==> config.mk <==
export PLATFORM = sky130hd
export DESIGN_NAME = lif_neuron_multi
export DESIGN_NICKNAME = d
export VERILOG_FILES = /design/src/rtl/lif_neuron_multi.sv
export SDC_FILE = /design/constraint.sdc
export NUM_CORES = 1
export LEC_CHECK = 0
export ABC_CLOCK_PERIOD_IN_PS = 7000
export CAP_MARGIN = 20
export CORE_UTILIZATION = 40
export DETAILED_ROUTE_END_ITERATION = 16
export PLACE_DENSITY = 0.63
export SYNTH_ARGS = -nofsm -noshare
export SYNTH_HDL_FRONTEND = slang
export SYNTH_SLANG_ARGS = --single-unit
==> constraint.sdc <==
create_clock -name clk -period 7 [get_ports clk]
set_clock_uncertainty 0.2 [all_clocks]
set_input_delay 1.05 -clock clk [delete_from_list [all_inputs] [get_ports clk]]
set_output_delay 1.05 -clock clk [all_outputs]
set_load 0.01 [all_outputs]
==> src/rtl/lif_neuron_multi.sv <==
// Leaky integrate-and-fire neuron with N_IN weighted synapses, saturating
// signed fixed-point membrane potential, refractory period and spike counter.
module lif_neuron_multi #(
  parameter int W          = 8,
  parameter int FRACT      = 4,
  parameter int N_IN       = 4,
  parameter int LAMBDA     = 12,
  parameter int THRESH     = 16,
  parameter int REFRAC     = 2,
  parameter int RESET_MODE = 0,
  parameter int CNT_W      = 8
) (
  input  logic                  clk,
  input  logic                  rst,
  input  logic                  en,
  input  logic [N_IN-1:0]       in_spk,
  input  logic [N_IN*W-1:0]     weights,
  input  logic                  clr_cnt,
  output logic                  s_out,
  output logic signed [W-1:0]   p_out,
  output logic                  refrac,
  output logic [CNT_W-1:0]      spike_cnt
);

  // Internal width holds the full leak product plus the synaptic sum without overflow.
  localparam int AW = 2 * W + $clog2(N_IN) + 2;
  localparam int RW = (REFRAC > 0) ? $clog2(REFRAC + 1) : 1;

  localparam logic signed [W-1:0]  LAM_W  = W'(LAMBDA);
  localparam logic signed [W-1:0]  THR_W  = W'(THRESH);
  localparam logic signed [AW-1:0] SAT_HI = AW'((1 << (W - 1)) - 1);
  localparam logic signed [AW-1:0] SAT_LO = ~SAT_HI;
  localparam logic [CNT_W-1:0]     CNT_MAX = '1;

  // Valid handshake: none; every en=1 edge is one timestep, outputs are registered.

  function automatic logic signed [AW-1:0] sext(input logic [W-1:0] x);
    return {{(AW - W){x[W-1]}}, x};
  endfunction

  function automatic logic signed [W-1:0] sat(input logic signed [AW-1:0] x);
    if (x > SAT_HI) return SAT_HI[W-1:0];
    if (x < SAT_LO) return SAT_LO[W-1:0];
    return x[W-1:0];
  endfunction

  logic signed [W-1:0]  p_q;
  logic [RW-1:0]        rcnt;
  logic signed [AW-1:0] leak;
  logic signed [AW-1:0] syn;
  logic signed [W-1:0]  leak_sat;
  logic signed [W-1:0]  v_sat;
  logic                 fire;

  always_comb begin
    leak = (sext(LAM_W) * sext(p_q)) >>> FRACT;
    syn  = '0;
    for (int i = 0; i < N_IN; i++) begin
      if (in_spk[i]) syn = syn + sext(weights[i*W +: W]);
    end
    leak_sat = sat(leak);
    v_sat    = sat(leak + syn);
    fire     = (rcnt == '0) && (v_sat >= THR_W);
  end

  always_ff @(posedge clk or posedge rst) begin
    if (rst) begin
      p_q       <= '0;
      rcnt      <= '0;
      s_out     <= 1'b0;
      spike_cnt <= '0;
    end else begin
      s_out <= 1'b0;
      if (en) begin
        if (rcnt != '0) begin
          // Refractory: leak only, synaptic input is discarded.
          p_q  <= leak_sat;
          rcnt <= rcnt - RW'(1);
        end else if (fire) begin
          s_out <= 1'b1;
          rcnt  <= RW'(REFRAC);
          p_q   <= (RESET_MODE == 0) ? (v_sat - THR_W) : '0;
        end else begin
          p_q <= v_sat;
        end
      end
      // Clear takes priority over a coincident spike.
      if (clr_cnt) begin
        spike_cnt <= '0;
      end else if (en && fire && (spike_cnt != CNT_MAX)) begin
        spike_cnt <= spike_cnt + CNT_W'(1);
      end
    end
  end

  assign p_out  = p_q;
  assign refrac = (rcnt != '0);

endmodule

Word level (Yosys, flattened, before mapping)
Cells that the tools add are included.
{"block": "totals", "wordCells": 53, "register_bits": 19, "input_bits": 40, "out_inout_bits": 18}
{"block": "classes", "eq_ne": 1, "n_mux": 27, "mul": 1, "order_cmp": 5, "n_reduce_logical": 8, "n_addsub": 7}
{"cell": "8-bit 2-to-1 mux", "n": 12}
{"cell": "20-bit 2-to-1 mux", "n": 4}
{"cell": "20-bit by 8-bit adder with 20-bit output", "n": 3}
{"cell": "9-bit by 20-bit adder with 20-bit output", "n": 1}
{"cell": "20-bit by 8-bit greater-than comparator with 1-bit output, second input constant", "n": 1}
{"cell": "20-bit by 8-bit less-than comparator with 1-bit output, second input constant", "n": 1}
{"cell": "3-bit by 8-bit multiplier with 11-bit output, first input constant", "n": 1}
{"cell": "9-bit by 8-bit greater-than comparator with 1-bit output, second input constant", "n": 1}
{"cell": "9-bit by 8-bit less-than comparator with 1-bit output, second input constant", "n": 1}
{"cell": "1-bit 2-to-1 mux", "n": 9}
{"cell": "8-bit by 1-bit adder with 8-bit output, second input constant", "n": 1}
{"cell": "8-bit by 6-bit greater-or-equal comparator with 1-bit output, second input constant", "n": 1}
{"cell": "8-bit != test, second input constant", "n": 1}
{"cell": "8-bit by 5-bit subtractor with 8-bit output, second input constant", "n": 1}
{"cell": "2-bit nonzero test", "n": 3}
{"cell": "2-bit 2-to-1 mux", "n": 2}
{"cell": "1-bit logical AND", "n": 3}
{"cell": "2-bit zero test", "n": 1}
{"cell": "2-bit AND reduction", "n": 1}
{"cell": "2-bit by 1-bit subtractor with 2-bit output, second input constant", "n": 1}

Logic depth before layout (Yosys ltp)
Gate-level depths: netlist (run 1).
{"block": "depth", "ltp_word": 19, "depth_mapped": 48, "depth_no_buf": 45}

Least setup slack after synthesis (run 1)
OpenSTA, ideal clock, no wires.
{"block": "synth_timing", "kind": "in2reg", "from": "input in_spk[0]", "to": "register rcnt[0]", "path_buffers": 2, "setup_time_ns": 0.125, "arrival_time_ns": 9.763, "setup_slack_ns": -3.088, "required_time_ns": 6.675, "cell_stages": 45, "path_cell_list": "clkbuf_1 and2_1 ha_1 fa_1 a21o_1 a21oi_1 o21bai_1 a21oi_1 o21ai_0 a21oi_1 fa_1 o21ai_0 ha_1 o211ai_1 nor2_1 o31ai_1 a21oi_1 o31ai_1 [9 not listed] a21oi_1 xnor2_1 mux2_2 ha_1 inv_1 nor2_1 o21a_1 nor3_1 xor3_1 xor2_1 clkbuf_1 a2bb2oi_1 ha_1 nand2_1 nor3_4 inv_2 a31o_1 mux2_4"}
{"block": "synth_via", "elab_chain_len": 17, "word_cells_on_any_way": 20, "cone_classes": "add/sub: 4; order compare: 3; mux: 10; reduce/logical: 3"}
{"item": "start, declared", "line_no": "16", "text": "input logic [N_IN-1:0] in_spk,"}
{"item": "20-bit 2-to-1 mux *", "line_no": "59", "text": "if (in_spk[i]) syn = syn + sext(weights[i*W +: W]);"}
{"item": "20-bit by 8-bit adder with 20-bit output", "line_no": "59"}
{"item": "20-bit 2-to-1 mux *", "line_no": "59"}
{"item": "20-bit by 8-bit adder with 20-bit output", "line_no": "59"}
{"item": "20-bit 2-to-1 mux *", "line_no": "59"}
{"item": "20-bit by 8-bit adder with 20-bit output", "line_no": "59"}
{"item": "20-bit 2-to-1 mux *", "line_no": "59"}
{"item": "9-bit by 20-bit adder with 20-bit output *", "line_no": "62", "text": "v_sat = sat(leak + syn);"}
{"item": "20-bit by 8-bit less-than comparator with 1-bit output", "line_no": "43", "text": "if (x < SAT_LO) return SAT_LO[W-1:0];"}
{"item": "1-bit 2-to-1 mux (2 in series)", "line_no": "43"}
{"item": "8-bit 2-to-1 mux", "line_no": "44", "text": "return x[W-1:0];"}
{"item": "8-bit 2-to-1 mux *", "line_no": "43"}
{"item": "8-bit by 6-bit greater-or-equal comparator with 1-bit output *", "line_no": "63", "text": "fire = (rcnt == '0) && (v_sat >= THR_W);"}
{"item": "1-bit logical AND *", "line_no": "63"}
{"item": "2-bit nonzero test (no source line) *"}
{"item": "2-bit AND reduction (no source line) *"}
{"item": "end signal, assigned", "line_no": "78", "text": "rcnt <= rcnt - RW'(1);"}
{"item": "end signal, assigned", "line_no": "81", "text": "rcnt <= RW'(REFRAC);"}
{"item": "end, declared", "line_no": "48", "text": "logic [RW-1:0] rcnt;"}
Mark *: on every way between the ends. The rest lies on a longest branch, timed or not. The select of a mux whose other input is x is not followed.
A chain may end at the register's enable or synchronous reset.

Worst setup path in the final report (run 1)
{"block": "layout_timing", "from": "input weights[0]", "to": "register rcnt[0]"}
{"block": "layout_via", "elab_chain_len": 17, "word_cells_on_any_way": 20, "cone_classes": "add/sub: 4; order compare: 3; mux: 10; reduce/logical: 3"}
{"item": "start, declared", "line_no": "17", "text": "input logic [N_IN*W-1:0] weights,"}
{"item": "20-bit 2-to-1 mux *", "line_no": "59"}
{"item": "20-bit by 8-bit adder with 20-bit output", "line_no": "59"}
{"item": "20-bit 2-to-1 mux *", "line_no": "59"}
{"item": "20-bit by 8-bit adder with 20-bit output", "line_no": "59"}
{"item": "20-bit 2-to-1 mux *", "line_no": "59"}
{"item": "20-bit by 8-bit adder with 20-bit output", "line_no": "59"}
{"item": "20-bit 2-to-1 mux *", "line_no": "59"}
{"item": "9-bit by 20-bit adder with 20-bit output *", "line_no": "62"}
{"item": "20-bit by 8-bit less-than comparator with 1-bit output", "line_no": "43"}
{"item": "1-bit 2-to-1 mux (2 in series)", "line_no": "43"}
{"item": "8-bit 2-to-1 mux", "line_no": "44"}
{"item": "8-bit 2-to-1 mux *", "line_no": "43"}
{"item": "8-bit by 6-bit greater-or-equal comparator with 1-bit output *", "line_no": "63"}
{"item": "1-bit logical AND *", "line_no": "63"}
{"item": "2-bit nonzero test (no source line) *"}
{"item": "2-bit AND reduction (no source line) *"}
Marks and branches as above.

==> summary by stage, run 1 <==
Global route
The first global-routing pass estimated 31.4 mm of wire. The largest net degree at the start of global routing is 27. The met3 demand-to-capacity share in global routing is 1.23%. The number of global-route vias before repair came to 6,814. Global routing used 25.9% of the available tracks. The leftover overflow at the end of global routing is 0.

The global-route met2 utilization is 46.8%. The global routing stage identified its most utilized layer as met2. For met1 alone, demand over resource in global routing was 34.3%. The initial antenna violation count is 0.

Yosys
The synthesis-stage register bit count is 19. The fraction of the yosys area taken by sequential cells is 8.50%. The average instance area after synthesis is 7.38 um^2.

In the synthesized netlist, the number of instances is 758. Counting flops with an async set or reset pin after synthesis yields a share of 100%. After synthesis, the cell types taking the most area are ha_1 19%, dfrtp_1 8.5%, a21oi_1 7.0%. In this run, synthesis inferred 0 flip-flops with an integrated enable. The synthesized design devotes to its leading area cell type 18.6% of total area. The count of distinct cell types in the synthesized netlist is 69. During synthesis, Yosys emitted a total of 0 warnings. The largest total area in the synthesized netlist belongs to ha_1. The number of nets in the synthesized netlist is 888.

The prevailing post-synth register cell is dfrtp_1. The synthesized netlist occupies a cell area of 5590 um^2.

Detailed routing
The vias per cell is 5.41. The number of iterations in the first detailed-routing pass is 5. The wire length per cell is 15.1 um.

The final wirelength is 19.0 mm. The total vias in the final route is 6,801. For this run, design rule violations remaining after detail routing come to 0. In this run, the number of DRC markers left after iteration 0 of detailed routing was 325.

The detail route stage leaves a number of antenna-violating nets equal to 0.

STA
Adding up every negative setup slack in the final design gives -38,620 ps. Setup violations remaining at the end of the flow were counted as 19. At the pin with the least slew margin, the transition time is 755 ps.

The number of slew-limit violations in the final report is 0. Timing would allow up to 108 MHz. The final period demand of the worst path is 9230 ps.

The final hold violation count is 0. The slack of the critical path is -2230 ps. The worst path uses 132% of the clock period. Hold is met by 323 ps.

Setup repair after global routing could not meet its margin everywhere. The worst slew slack as a fraction of its limit is 49.6%.

Floorplan
The floorplan row count is 42. The total die area is 14,500 um^2. In this run the horizontal extent of the chip is 120 um. The I/O pin count is 58. The core box area is 13,500 um^2. Once the floorplan was initialized, standard cells occupied 41.6% of the core. The die span in y is 120 um.

Critical path
The worst setup path is of the input port to flop kind. STA classifies the critical path endpoint as a flop. STA puts the critical path data required time at 6940 ps. Data on the critical path arrives at its endpoint at 9180 ps. In this design, the stage delay of the slowest critical-path cell is 580 ps. The critical path startpoint category is an input port. The highest fanout seen on the critical path is 5.

The master of the slowest instance on the critical path is or4_4.

Clocking
The clock transition at the registers of the reported paths is 60 ps. In this run the number of H-tree levels came out at 1. At the later pin of the worst-skew pair, clock insertion delay measures 260 ps. The longest clock path from root to sink contains 2 buffers. The clock drives 19 sinks. The library cell used as clock root buffer is clkbuf_16.

In this run, CTS created clock tree buffers numbering 3. TritonCTS built the clock tree.

Final layout
The multi-input combinational cells in the finished layout cover a total of 5610 um^2. For this run, the post-layout net count is 1,211. In the final layout, flip-flops and latches occupy 475 um^2. Once layout is complete, the utilization of the core stands at 69.3%. In the final layout, the share of cells above drive strength 1 is 39.0%. Compared with the post-synthesis result, the final layout area differs by 66.5%.

The number of antenna repair diodes is 0. The total of fill cells in the finished design is 1,057. The non-filler instance count after layout is 1,256.

Placement
The total half-perimeter wirelength after legalization and detailed placement is 14.7 mm. Once placement completed, the tool counted placed cells totaling 1,211. At the end of routability-driven placement, the weighted congestion stood at 0.915. In this run the tool buffered the top-level ports with 57 buffer cells.

Outcome
The flow ran to the end, but the final reports show violations. The checks that failed: setup timing.

Flow run
The tool flagged a number of max-cap violations equal to 0.

Min path
The class of the tightest hold or removal check is flop to flop.
[layout make-up]
class / count / share of cell area, %
multi-input cells: 675 / 60.2
repair buffers: 338 / 29.6
flip-flops and latches: 19 / 5.10
well taps: 176 / 2.36
inverters: 44 / 1.83
clock buffers: 3 / 0.806
clock inverters: 1 / 0.0537
[cells in the mapped netlist, types with 8 or more instances]
master     n
and2_1     9
nand2b_1   8
nor2b_1   19
o21ai_0   48
xnor2_1   36
xor2_1    14
a211oi_1  10
o211ai_1   9
nand2_1   58
mux2i_1   15
inv_1     42
nor2_1    68
ha_1      83
clkbuf_1  18
mux2_2    23
nor3_1    19
a21oi_1   78
o21a_1    16
nand3_1   28
or3_1     10
dfrtp_1   19
a21o_1    16
[state kept, by name, summed over array words and instances (netlist names)]
name       count
p_out          8
rcnt           2
s_out          1
spike_cnt      8
[routing by layer]
| layer | vias up | share of wire (%) |
|---|---|---|
| met5 | - | 0 |
| met3 | 35 | 2.5 |
| met1 | 3198 | 47 |
| met2 | 127 | 49 |
| li1 | 3441 | - |
| met4 | 0 | 1.8 |
[cell families (layout without fill, tap and decap cells)]
kind of cell | Yosys count | in the layout | share of synthesized area, %
and+or+nand+nor | 248 | 248 | 21.5
adders and majority gates | 91 | 91 | 21.2
DFF | 19 | 19 | 8.50
AOI/OAI and AO/OA | 246 | 246 | 28.6
xor gates and xnor gates | 51 | 51 | 8.25
buffers and inverters | 64 | 386 | 4.32
muxes | 39 | 39 | 7.58
[worst max-delay path, delay by kind of cell]
family | cells | cell delay (ps)
compound gates | 18 | 2800
xor+xnor | 2 | 270
fa+ha+maj | 7 | 1950
buf+inv | 4 | 430
mux | 2 | 560
simple gates | 9 | 2090
[stage by stage]
step                cell area (um^2)  worst slack [ps]
global placement                8260             -2820
finish                          9320             -2230
CTS                             8920             -2120
global route                    9320             -2610
floorplan                       5760             -2270
detailed placement              8260             -3080
[repair_timing]
item,4_1_cts,5_1_grt
buffers inserted,29,13
pin swaps,59,60
gates resized for setup,101,56
cloned,1,0
setup endpoints to repair,19,19
hold buffers,0,0
[path summary, 6_finish.rpt]
path,start,endpoint,slack (ps),cells after the start
max,weights[0],rcnt[0]$_DFFE_PP0P_,-2230,42
min,rcnt[0]$_DFFE_PP0P_,rcnt[0]$_DFFE_PP0P_,320,1
max reg2reg,p_out[2]$_DFFE_PP0P_,rcnt[0]$_DFFE_PP0P_,180,25
min reg2reg,rcnt[0]$_DFFE_PP0P_,rcnt[0]$_DFFE_PP0P_,320,1
max in group asynchronous,rst,p_out[0]$_DFFE_PP0P_,5110,2
min in group asynchronous,rst,p_out[6]$_DFFE_PP0P_,1020,2
[layout by cell type (no fill, tap or decap), types with 7 or more instances in the layout]
cell type	count
a21oi_1	61
ha_4	14
o211ai_1	9
nor2b_1	18
buf_6	13
o21ai_1	10
clkdlybuf4s50_1	50
or3_1	9
nand3_1	26
o21ai_2	7
a21o_1	16
nand2b_1	8
nor3_1	12
xnor2_1	35
mux2_2	17
xor2_1	13
nand4_1	7
o21ai_0	31
a211oi_1	8
ha_1	68
nor2_1	62
nand2_1	53
inv_1	40
mux2_4	7
o21a_1	16
a21oi_2	12
dfrtp_1	19
mux2i_1	15
buf_4	267
Power of run 1 is not shown: default switching activity piles up to over one toggle a cycle in this logic, so the estimate is an artifact.
==> inputs of run 2 (changes only) <==
ABC_CLOCK_PERIOD_IN_PS = 8400   (was 7000)
clock period = 8.4 ns   (was 7 ns; I/O delays follow)
==> summary by stage, run 2 (synthesis results as in run 1) <==
Min path
The startpoint identified for the worst hold timing path is rcnt[0]$_DFFE_PP0P_. In this run the worst hold path is classified as flop to flop.

Floorplan
The floorplan has 42 rows. The horizontal die dimension is 120 um. 58 I/O pins were placed. The core box area is 13,500 um^2. The total die area is 14,500 um^2. Once the floorplan was initialized, standard cells occupied 41.6% of the core. The die is 120 um tall.

Placement
The HPWL after detailed placement is 14.8 mm. The final RePlAce weighted congestion is 0.943. The pre-CTS worst setup slack is -1880 ps. The cell count after placement is 1,191. In this run the tool buffered the top-level ports with 57 buffer cells.

Clocking
Hold repair after CTS inserted 0 buffers. For this design, the sink count on the clock tree is 19. The buffer levels on the longest clock path is 2. The library cell used as clock root buffer is clkbuf_16.

Clock tree synthesis inserted a total of 3 buffers. CTS built an H-tree with a depth of 1. Clock-pin slew was measured on the worst setup and hold paths at 60 ps. Clock latency on the worst-skew pair, taken at its later pin, is 250 ps.

The CTS tree is built.

Global route
The number of global-route vias before repair came to 6,893. The global routing usage summed across all routing layers is 26.5%. Summed over all layers, the global routing overflow is 0. The first global-routing pass estimated 32.1 mm of wire. The initial antenna violation count is 0. The largest net degree at the start of global routing is 27.

Outcome
The final reports fail on setup timing. The flow ran to the end, but the final reports show violations.

STA
The smallest clock period supported by the final layout is computed as 9510 ps. In the post-route analysis, the smallest setup slack over all paths is -1110 ps. Setup violations remaining at the end of the flow were counted as 19. The setup TNS is -16,130 ps.

The fmax is 105 MHz. Setup repair after global routing could not meet its margin everywhere. Headroom to the max-slew limit came out at 49.2%.

The final hold violation count came to 0. The number of slew-limit violations in the final report was 0. The transition at the pin with the smallest max-transition slack is 762 ps. The post-route clock period utilization is 113%. The final hold slack is 323 ps.

Critical path
The worst register-to-register path begins at p_out[1]$_DFFE_PP0P_. By startpoint and endpoint, the worst setup path is classified as input port to flop. The critical path startpoint category is an input port. The master of the slowest instance on the critical path is or4_4. Tracing the worst setup path back leads to its startpoint at in_spk[0].

For this run, the slowest stage of the critical path takes 620 ps. The highest fanout seen on the critical path is 7. The worst setup path is captured at a flop. Counting stages on the worst path, the most repeated cell is a21oi_2. The required time at the endpoint of the critical path is 8340 ps. The data arrival time at the worst-slack endpoint is 9450 ps.

Detailed routing
The vias per cell is 5.52. Across all layers, the routed design uses 6,785 vias. The number of nets with antenna violations after detailed routing is 0. The wire length per cell is 15.5 um. The final layout contains routed wiring with a total length of 19.0 mm. The residual DRC count is 0. Before antenna repair, the detailed router went through 5 iterations.

The violation count after the first detailed-route iteration is 373.

Final layout
Leaving out filler cells and counting taps, the final layout contains 1,229. The layout net count is 1,184. The layout cell share with drive strength beyond 1 is 36.9%. The library cell used most frequently in the layout, excluding fill and tap cells, is buf_4. From synthesis to final layout, the design area changed by 59.1%. Leaving out fill and tap cells, the most frequent cells in the layout are 245 x buf_4, 67 x ha_1, 62 x a21oi_1. The number of antenna repair diodes is 0.

Flow run
The number of maximum-capacitance violations is 0.
[run 2: worst paths after layout]
path                                        end  slack [ps]  depth (start not counted)
max                         rcnt[0]$_DFFE_PP0P_       -1110                         41
min                         rcnt[0]$_DFFE_PP0P_         320                          1
max reg2reg                 rcnt[0]$_DFFE_PP0P_        1230                         27
min reg2reg                 rcnt[0]$_DFFE_PP0P_         320                          1
max in group asynchronous  p_out[4]$_DFFE_PP0P_        6270                          2
min in group asynchronous   rcnt[1]$_DFFE_PP0P_        1250                          2
[run 2: worst max-delay path, delay by kind of cell]
| kind | cells | cell delay [ps] |
|---|---|---|
| XOR/XNOR | 2 | 160 |
| AND/OR/NAND/NOR | 11 | 2730 |
| AO/OA/AOI/OAI | 15 | 2380 |
| buffers and inverters | 4 | 450 |
| adder cells (fa/ha/maj) | 7 | 1850 |
| multiplexers | 2 | 590 |
[run 2: area by class of cell]
type	count	area, um^2
clock buffer	3	75.1
fill	1153	4550
sequential	19	475
clock inverter	1	5.00
inverter	44	168
timing repair buffer	311	2510
tap	176	220
multi-input combinational	675	5450
[run 2: stage by stage]
| stage | utilization, % | cell area, um^2 |
|---|---|---|
| 6_report | 66.1 | 8900 |
| 5_1_grt | 66.1 | 8900 |
| 4_1_cts | 64.3 | 8640 |
| 3_5_place_dp | 60.3 | 8110 |
| 3_3_place_gp | 60.3 | 8110 |
| 2_1_floorplan | - | 5760 |
[run 2: per-layer routing]
layer	track usage (%)	part of all wire (%)
met5	0	0
met1	35.5	47
met2	47.6	48
met4	4.40	1.3
met3	1.37	3.1
[run 2: what timing repair did]
action                                  in CTS  in global routing
setup buffers                               26                  9
pin swaps                                   69                 45
resized for setup                           86                 39
endpoints found under the setup margin      19                 19
Power of run 2 is left out for the same reason.
